**src/rtl/write_back.sv**
```systemverilog
// write_back: MEM/WB pipeline stage register and register-file write port.
//
// Captures one instruction from the MEM stage per clock and presents it to
// the register file in the following cycle. A stalled instruction retires
// exactly once, however long the stall lasts. Retired instructions are
// counted in a free-running 32-bit counter that wraps to zero.
//
// Optional feature (compile-time macro WB_BYPASS_EN): when defined, the
// bypass_rs_hit / bypass_rt_hit ports and their address compares are built.
// When undefined, those ports and the compare logic are absent.
//
// Ports:
//   clk             in   clock; all state updates on the rising edge
//   reset           in   synchronous active-high reset
//   stall           in   hold the stage register
//   flush           in   load a bubble (priority over stall)
//   mem_valid       in   MEM stage presents a real instruction
//   wb_RegWrite_in  in   instruction writes the register file
//   wb_MemtoReg_in  in   1 = write memory data, 0 = write ALU result
//   mem_read_data   in   [B-1:0] data-memory read value
//   alu_result      in   [B-1:0] ALU result
//   write_reg       in   [W-1:0] destination register address
//   id_rs, id_rt    in   [W-1:0] decode-stage source addresses
//   RegWrite        out  register-file write enable
//   address_write   out  [W-1:0] register-file write address
//   data_write      out  [B-1:0] register-file write data
//   wb_valid        out  an instruction retires this cycle
//   retired_count   out  [31:0] retired-instruction counter
//   bypass_rs_hit   out  (WB_BYPASS_EN) write port matches id_rs
//   bypass_rt_hit   out  (WB_BYPASS_EN) write port matches id_rt
//
// RegWrite, address_write, data_write, wb_valid and the bypass hits are
// combinational decodes of the stage register; they carry no logic from the
// module inputs apart from the id_rs/id_rt compares.

module write_back #(
   parameter int unsigned B = 32,
   parameter int unsigned W = 5
) (
   input  logic         clk,
   input  logic         reset,
   input  logic         stall,
   input  logic         flush,
   input  logic         mem_valid,
   input  logic         wb_RegWrite_in,
   input  logic         wb_MemtoReg_in,
   input  logic [B-1:0] mem_read_data,
   input  logic [B-1:0] alu_result,
   input  logic [W-1:0] write_reg,
   input  logic [W-1:0] id_rs,
   input  logic [W-1:0] id_rt,
   output logic         RegWrite,
   output logic [W-1:0] address_write,
   output logic [B-1:0] data_write,
   output logic         wb_valid,
   output logic [31:0]  retired_count
`ifdef WB_BYPASS_EN
   ,
   output logic         bypass_rs_hit,
   output logic         bypass_rt_hit
`endif
);

   localparam int unsigned CNT_W = 32;

   // Stage register contents
   logic         valid_q;
   logic         regwrite_q;
   logic         memtoreg_q;
   logic         committed_q;
   logic [B-1:0] mem_data_q;
   logic [B-1:0] alu_q;
   logic [W-1:0] addr_q;

   // Stage register: reset > flush > stall > load
   always_ff @(posedge clk) begin
      if (reset) begin
         valid_q     <= 1'b0;
         regwrite_q  <= 1'b0;
         memtoreg_q  <= 1'b0;
         committed_q <= 1'b0;
         mem_data_q  <= '0;
         alu_q       <= '0;
         addr_q      <= '0;
      end else if (flush) begin
         // Bubble: data fields are don't-care once valid is low
         valid_q     <= 1'b0;
         regwrite_q  <= 1'b0;
         committed_q <= 1'b0;
      end else if (stall) begin
         // A held instruction has retired after its first cycle in the stage
         if (valid_q) begin
            committed_q <= 1'b1;
         end
      end else begin
         valid_q     <= mem_valid;
         regwrite_q  <= wb_RegWrite_in;
         memtoreg_q  <= wb_MemtoReg_in;
         committed_q <= 1'b0;
         mem_data_q  <= mem_read_data;
         alu_q       <= alu_result;
         addr_q      <= write_reg;
      end
   end

   // Retirement and write-port decode
   always_comb begin
      wb_valid      = valid_q & ~committed_q;
      RegWrite      = wb_valid & regwrite_q & (addr_q != W'(0));
      address_write = addr_q;
      data_write    = memtoreg_q ? mem_data_q : alu_q;
   end

   // Retired-instruction counter, wraps naturally at 2^32
   always_ff @(posedge clk) begin
      if (reset) begin
         retired_count <= '0;
      end else if (wb_valid) begin
         retired_count <= retired_count + CNT_W'(1);
      end
   end

`ifdef WB_BYPASS_EN
   // Decode-stage bypass compares against the live write port
   always_comb begin
      bypass_rs_hit = RegWrite & (addr_q == id_rs);
      bypass_rt_hit = RegWrite & (addr_q == id_rt);
   end
`else
   logic unused_id_c;
   assign unused_id_c = ^{id_rs, id_rt};
`endif

endmodule

```
**config.mk**
```make
export PLATFORM = sky130hd
export DESIGN_NAME = write_back
export DESIGN_NICKNAME = d
export VERILOG_FILES = /design/src/rtl/write_back.sv
export SDC_FILE = /design/constraint.sdc
export NUM_CORES = 1
export LEC_CHECK = 0
export CAP_MARGIN = 30
export CORE_ASPECT_RATIO = 1.75
export CORE_MARGIN = 10
export CORE_UTILIZATION = 37
export CTS_CLUSTER_SIZE = 8
export DETAILED_ROUTE_END_ITERATION = 6
export DONT_BUFFER_PORTS = 1
export HOLD_SLACK_MARGIN = 0.03
export PLACE_DENSITY = 0.52
export SYNTH_ARGS = -nofsm -noshare
export SYNTH_HDL_FRONTEND = slang
export SYNTH_SLANG_ARGS = --single-unit
```
**constraint.sdc**
```tcl
create_clock -name clk -period 4.56 [get_ports clk]
set_clock_uncertainty 0.05 [all_clocks]
set_input_delay 0.912 -clock clk [delete_from_list [all_inputs] [get_ports clk]]
set_output_delay 0.912 -clock clk [all_outputs]
set_load 0.03 [all_outputs]
```
==> results of run 1 <==
final timing paths:
path,depth (start not counted),slack (ps),to,startpoint
max,2,1640,data_write[17],memtoreg_q
max reg2reg,4,1980,retired_count[31],retired_count[2]
min,2,400,alu_q[12],alu_q[12]
min reg2reg,2,400,alu_q[12],alu_q[12]
layer usage:
| metal | track usage | routed length (µm) | share of wire |
|---|---|---|---|
| met1 | 0.140 | 4330 | 0.37 |
| met2 | 0.245 | 6300 | 0.53 |
| met3 | 0.0576 | 1120 | 0.094 |
| met4 | 0.0412 | 106 | 0.0089 |
| met5 | 0 | 0 | 0 |
synthesized netlist by cell type:
master    instances  area share
nand2_1         146        0.12
dfxtp_1         105        0.48
a21oi_1          91        0.10
clkbuf_1         36       0.031
mux2_2           33       0.085
or4_1            15       0.026
o31ai_1          14       0.024
nor2_1           13       0.011
nand4_1           8       0.011
or3_1             8       0.011
inv_1             7      0.0060
nand3_1           7      0.0080
o21ai_0           7      0.0080
nor3_1            6      0.0068
xnor2_1           6       0.012
mux2i_1           3      0.0068
or2_2             3      0.0043
xor2_1            3      0.0060
and4_1            2      0.0040
buf_6             2      0.0051
nor2b_1           2      0.0029
or4_4             2      0.0051
buf_1             1     0.00085
ha_1              1      0.0029
nand3_2           1      0.0023
nand3b_4          1      0.0046
nand4b_1          1      0.0020
nor4_1            1      0.0014
nor4b_1           1      0.0020
o311a_1           1      0.0023
power by group through the flow:
stage / sequential, mW / combinational [mW] / clock, mW
after floorplan: 0.983 / 0.117 / 0
after global placement: 0.988 / 0.119 / 0
after detailed placement: 0.990 / 0.122 / 0
after CTS: 0.968 / 0.122 / 0.773
after global routing: 0.972 / 0.131 / 0.808
final: 0.968 / 0.119 / 0.746
worst max-delay path, delay by kind of cell (launching register included):
kind | cells | cell delay [ps]
buf+inv | 1 | 430
flops | 1 | 700
mux | 1 | 480
logic make-up (layout without fill, tap and decap cells):
logic type,Yosys count,in the layout,share of synthesized area
muxes,36,36,0.0915
xor gates and xnor gates,9,9,0.0180
AOI/OAI and AO/OA,113,113,0.138
and+or+nand+nor,217,217,0.228
buffers and inverters,46,27,0.0428
adders and majority gates,1,1,0.00285
DFF,105,105,0.479
flip-flops by register name (all words and copies together) (netlist names):
signal         flops
committed_q        1
alu_q             32
address_write      5
mem_data_q        32
regwrite_q         1
memtoreg_q         1
valid_q            1
retired_count     32
through the flow:
step	total power, mW	cells	hold WS, ps	util
2_1_floorplan	1.10	527	383	-
3_3_place_gp	1.11	627	383	0.383
3_5_place_dp	1.11	627	388	0.383
4_1_cts	1.86	643	399	0.408
5_1_grt	1.91	643	415	0.408
6_report	1.83	643	401	0.408
layout make-up:
type / instances / area, µm²
tap: 135 / 169
sequential: 105 / 2100
inverter: 7 / 26.3
clock inverter: 6 / 48.8
fill: 1219 / 6860
clock buffer: 10 / 239
timing repair buffer: 4 / 30.0
multi-input combinational: 376 / 2110
layout by cell type, fill, tap and decap left out, types with 4 or more instances in the layout:
cell type  count
nor3_1         6
or3_1          8
inv_1          7
or4_1         15
o31ai_1       14
dfxtp_1      105
a21oi_1       91
buf_4          4
xnor2_1        6
nand2_1      146
o21ai_0        7
nor2_1        12
clkbuf_16      9
nand4_1        8
mux2_2        33
nand3_1        7
==> impl_metrics.json, run 1 <==
{
  "status": "completed",
  "area_growth_pct": 7.58,
  "row_count": 52,
  "cts.path.max_buffers": 2,
  "place_congestion": 0.733,
  "arrival_ps": 1960,
  "root_buffer": "clkbuf_16",
  "finalCritPeriodShare": 0.640,
  "coreArea_um2": 11600,
  "synthCells": 527,
  "synth_cell_types": 30,
  "worstSkewPairLatency_ps": 340,
  "ys_ff_latch": 105,
  "via_per_inst": 5.49,
  "critPathCaptureType": "output pin",
  "power_frac_comb": 0.065,
  "p_int_mw": 1.38,
  "seqPwrFrac": 0.528,
  "grt_pass1_vias": 3519,
  "drive_above_1_share": 0.120,
  "dpl_cell_area_um2": 4430,
  "wl_per_cell_um": 18.4,
  "fp.dieArea_um2": 16800,
  "cts_sinks": 105,
  "cap_violations": 0,
  "antenna_cells": 0,
  "start_util": 0.379,
  "cts_buffers": 9,
  "yosysWarnings": 0,
  "crit_path_top_delay_cell": "dfxtp_1",
  "route.detailed.drc": 0,
  "fin_area_um2": 4720,
  "seq_area_frac_synth": 0.479,
  "clkPwrFrac": 0.407,
  "dp_slack_ps": 1970,
  "rsz0062_at_grt": "false",
  "cts_setup_buffers": 0,
  "grt_max_degree": 107,
  "required_ps": 3600,
  "ios": 157,
  "slew_headroom": 0.381,
  "p_sw_frac": 0.249,
  "ir_drop_uv": 203,
  "p_per_area_nw_per_um2": 388,
  "max_freq_mhz": 343,
  "die_x_um": 102,
  "p_leak_nw": 1.61,
  "p_sw_mw": 0.456,
  "crit_fanout": 23,
  "drt-initial-drc-count": 123,
  "antenna_found_initial": 0,
  "grt.total_usage": 0.137,
  "die_h_um": 164,
  "overflow": 0,
  "postCtsHoldBufs": 0,
  "num_vias": 3530,
  "avgSynthCellArea_um2": 8.33,
  "htree_levels": 3,
  "path_class": "register to output pin",
  "io_buffers": 0,
  "cts_tree": "done",
  "dr.pass1.iters": 4,
  "final.setup.worst_slack_ps": 1640,
  "grt_pass1_wl_um": 18300,
  "dp_hpwl_um": 8340,
  "synthesis.nets": 614,
  "tightest_slew_ps": 926,
  "path_clk_slew_ps": 70,
  "hold_path_class": "register to register",
  "start_kind": "register",
  "nets": 590,
  "max_stage_delay_ps": 700,
  "drtAntennaViolNets": 0,
  "min_period_ps": 2920,
  "fin_setup_tns_ps": 0,
  "path_cells": "buf_4 > mux2_2",
  "synth_area_um2": 4390,
  "finalSetupViolCount": 0,
  "hold_viol": 0,
  "wl_um": 11900,
  "cts_resized": 0,
  "drv_slew": 0
}
(Power assumes the default switching activity.)
==> run 2, diff against run 1 <==
- PLACE_DENSITY: 0.52 -> 0.54
- clock period: 4.56 -> 2.4 ns (I/O delays scaled with it)
==> impl_metrics.json, run 2 (same netlist as run 1, synthesis figures left out) <==
{
  "cts_sinks": 105,
  "die_x_um": 102,
  "dp.cells": 653,
  "rsz0062_at_grt": "false",
  "via_per_inst": 5.37,
  "cts.path.max_buffers": 2,
  "ir_drop_uv": 456,
  "path_cells": "ha_1 > nand3b_4 > or4_4 > nor4_1 > mux2_2",
  "area_growth_pct": 12.6,
  "row_count": 52,
  "fp.dieArea_um2": 16800,
  "dp_slack_ps": 127,
  "overflow": 0,
  "hold_path_class": "primary input to register",
  "drv_slew": 0,
  "ff2ff_path_depth": 5,
  "grt.total_usage": 0.138,
  "min_period_ps": 2270,
  "finalSetupViolCount": 0,
  "p_per_area_nw_per_um2": 703,
  "layout_commonest_cell": "nand2_1",
  "cts_setup_buffers": 0,
  "die_h_um": 164,
  "num_vias": 3590,
  "crit_fanout": 20,
  "route.detailed.drc": 0,
  "grt_max_degree": 107,
  "arrival_ps": 2450,
  "slew_headroom": 0.653,
  "crit_path_top_delay_cell": "or4_4",
  "p_sw_frac": 0.246,
  "multiInputGateArea_um2": 2110,
  "max_freq_mhz": 440,
  "worstSkewPairLatency_ps": 340,
  "cap_violations": 0,
  "grt_pass1_vias": 3569,
  "finalCritPeriodShare": 0.947,
  "p_int_mw": 2.62,
  "drtAntennaViolNets": 0,
  "cts_tree": "done",
  "cts_resized": 0,
  "htree_levels": 3,
  "max_stage_delay_ps": 660,
  "regArea_um2": 2100,
  "final.setup.worst_slack_ps": 127,
  "nets": 616,
  "path_clk_slew_ps": 70,
  "antenna_found_initial": 0,
  "dp_hpwl_um": 8500,
  "fin_setup_tns_ps": 0,
  "drt-initial-drc-count": 116,
  "wl_per_cell_um": 17.6,
  "worst_hold_path.num_cells": 1,
  "required_ps": 2580,
  "antenna_cells": 0,
  "grt_pass1_wl_um": 18400,
  "cts_buffers": 9,
  "power_frac_comb": 0.068,
  "drive_above_1_share": 0.163,
  "status": "completed",
  "fillers": 1194,
  "hold_viol": 0,
  "clkPwrFrac": 0.404,
  "start_kind": "register",
  "reg.largest.list": "alu_q: 32 flops, mem_data_q: 32 flops, retired_count: 32 flops",
  "start_util": 0.379,
  "critPathCaptureType": "register",
  "wl_um": 11800,
  "seqPwrFrac": 0.528,
  "tightest_slew_ps": 520,
  "fin_util": 0.427,
  "path_class": "register to register",
  "postCtsHoldBufs": 0,
  "p_sw_mw": 0.854,
  "p_leak_nw": 1.76,
  "stdcell_count": 669,
  "dr.pass1.iters": 4,
  "ios": 157,
  "most-common-layout-cells": "nand2_1, dfxtp_1, a21oi_1, mux2_2, buf_4",
  "root_buffer": "clkbuf_16",
  "io_buffers": 0,
  "finalHoldWorstSlack_ps": 158,
  "coreArea_um2": 11600,
  "place_congestion": 0.717
}
run 2: cell types whose count changed in the layout (fill, tap and decap cells not counted):
cell / change
buf_4: +24
clkinvlp_4: +2
buf_12: +2
inv_6: -1
clkinv_2: -1
run 2: worst paths after layout:
| path | slack [ps] | from | end |
|---|---|---|---|
| worst max register to register | 130 | retired_count[1] | retired_count[24] |
| worst min register to register | 400 | mem_data_q[25] | mem_data_q[25] |
| worst min-delay path | 160 | flush | committed_q |
| worst max-delay path | 130 | retired_count[1] | retired_count[24] |
run 2: worst max-delay path: cells and delay by family, from the launching register on:
family	cells	cell delay [ps]
multiplexers	1	360
AND/OR/NAND/NOR	3	1090
flip-flops	1	400
adder cells (fa/ha/maj)	1	250
run 2: layout make-up:
type / count / share of cell area
Inverter: 7 / 0.00532
Sequential cell: 105 / 0.425
Multi-Input combinational cell: 376 / 0.426
Tap cell: 135 / 0.0342
Clock buffer: 10 / 0.0484
Clock inverter: 6 / 0.0101
Timing Repair Buffer: 30 / 0.0506
run 2: power groups by stage:
stage / combinational (mW) / sequential, mW / clock, mW
4_1_cts: 0.243 / 1.83 / 1.46
3_5_place_dp: 0.243 / 1.87 / 0
6_report: 0.237 / 1.83 / 1.40
2_1_floorplan: 0.222 / 1.87 / 0
3_3_place_gp: 0.239 / 1.87 / 0
5_1_grt: 0.263 / 1.84 / 1.54
run 2: metrics by stage:
stage | area (µm²) | power [mW]
6_report | 4940 | 3.47
5_1_grt | 4940 | 3.65
4_1_cts | 4940 | 3.54
3_5_place_dp | 4650 | 2.12
3_3_place_gp | 4650 | 2.11
2_1_floorplan | 4390 | 2.09
run 2: routing by layer:
metal / wire, µm / GRT usage / share of wire / vias up
li1: - / - / - / 1804
met2: 6090 / 0.238 / 0.52 / 106
met4: 169 / 0.0438 / 0.014 / 0
met5: 0 / 0 / 0 / -
met1: 4300 / 0.142 / 0.36 / 1672
met3: 1230 / 0.0656 / 0.10 / 8
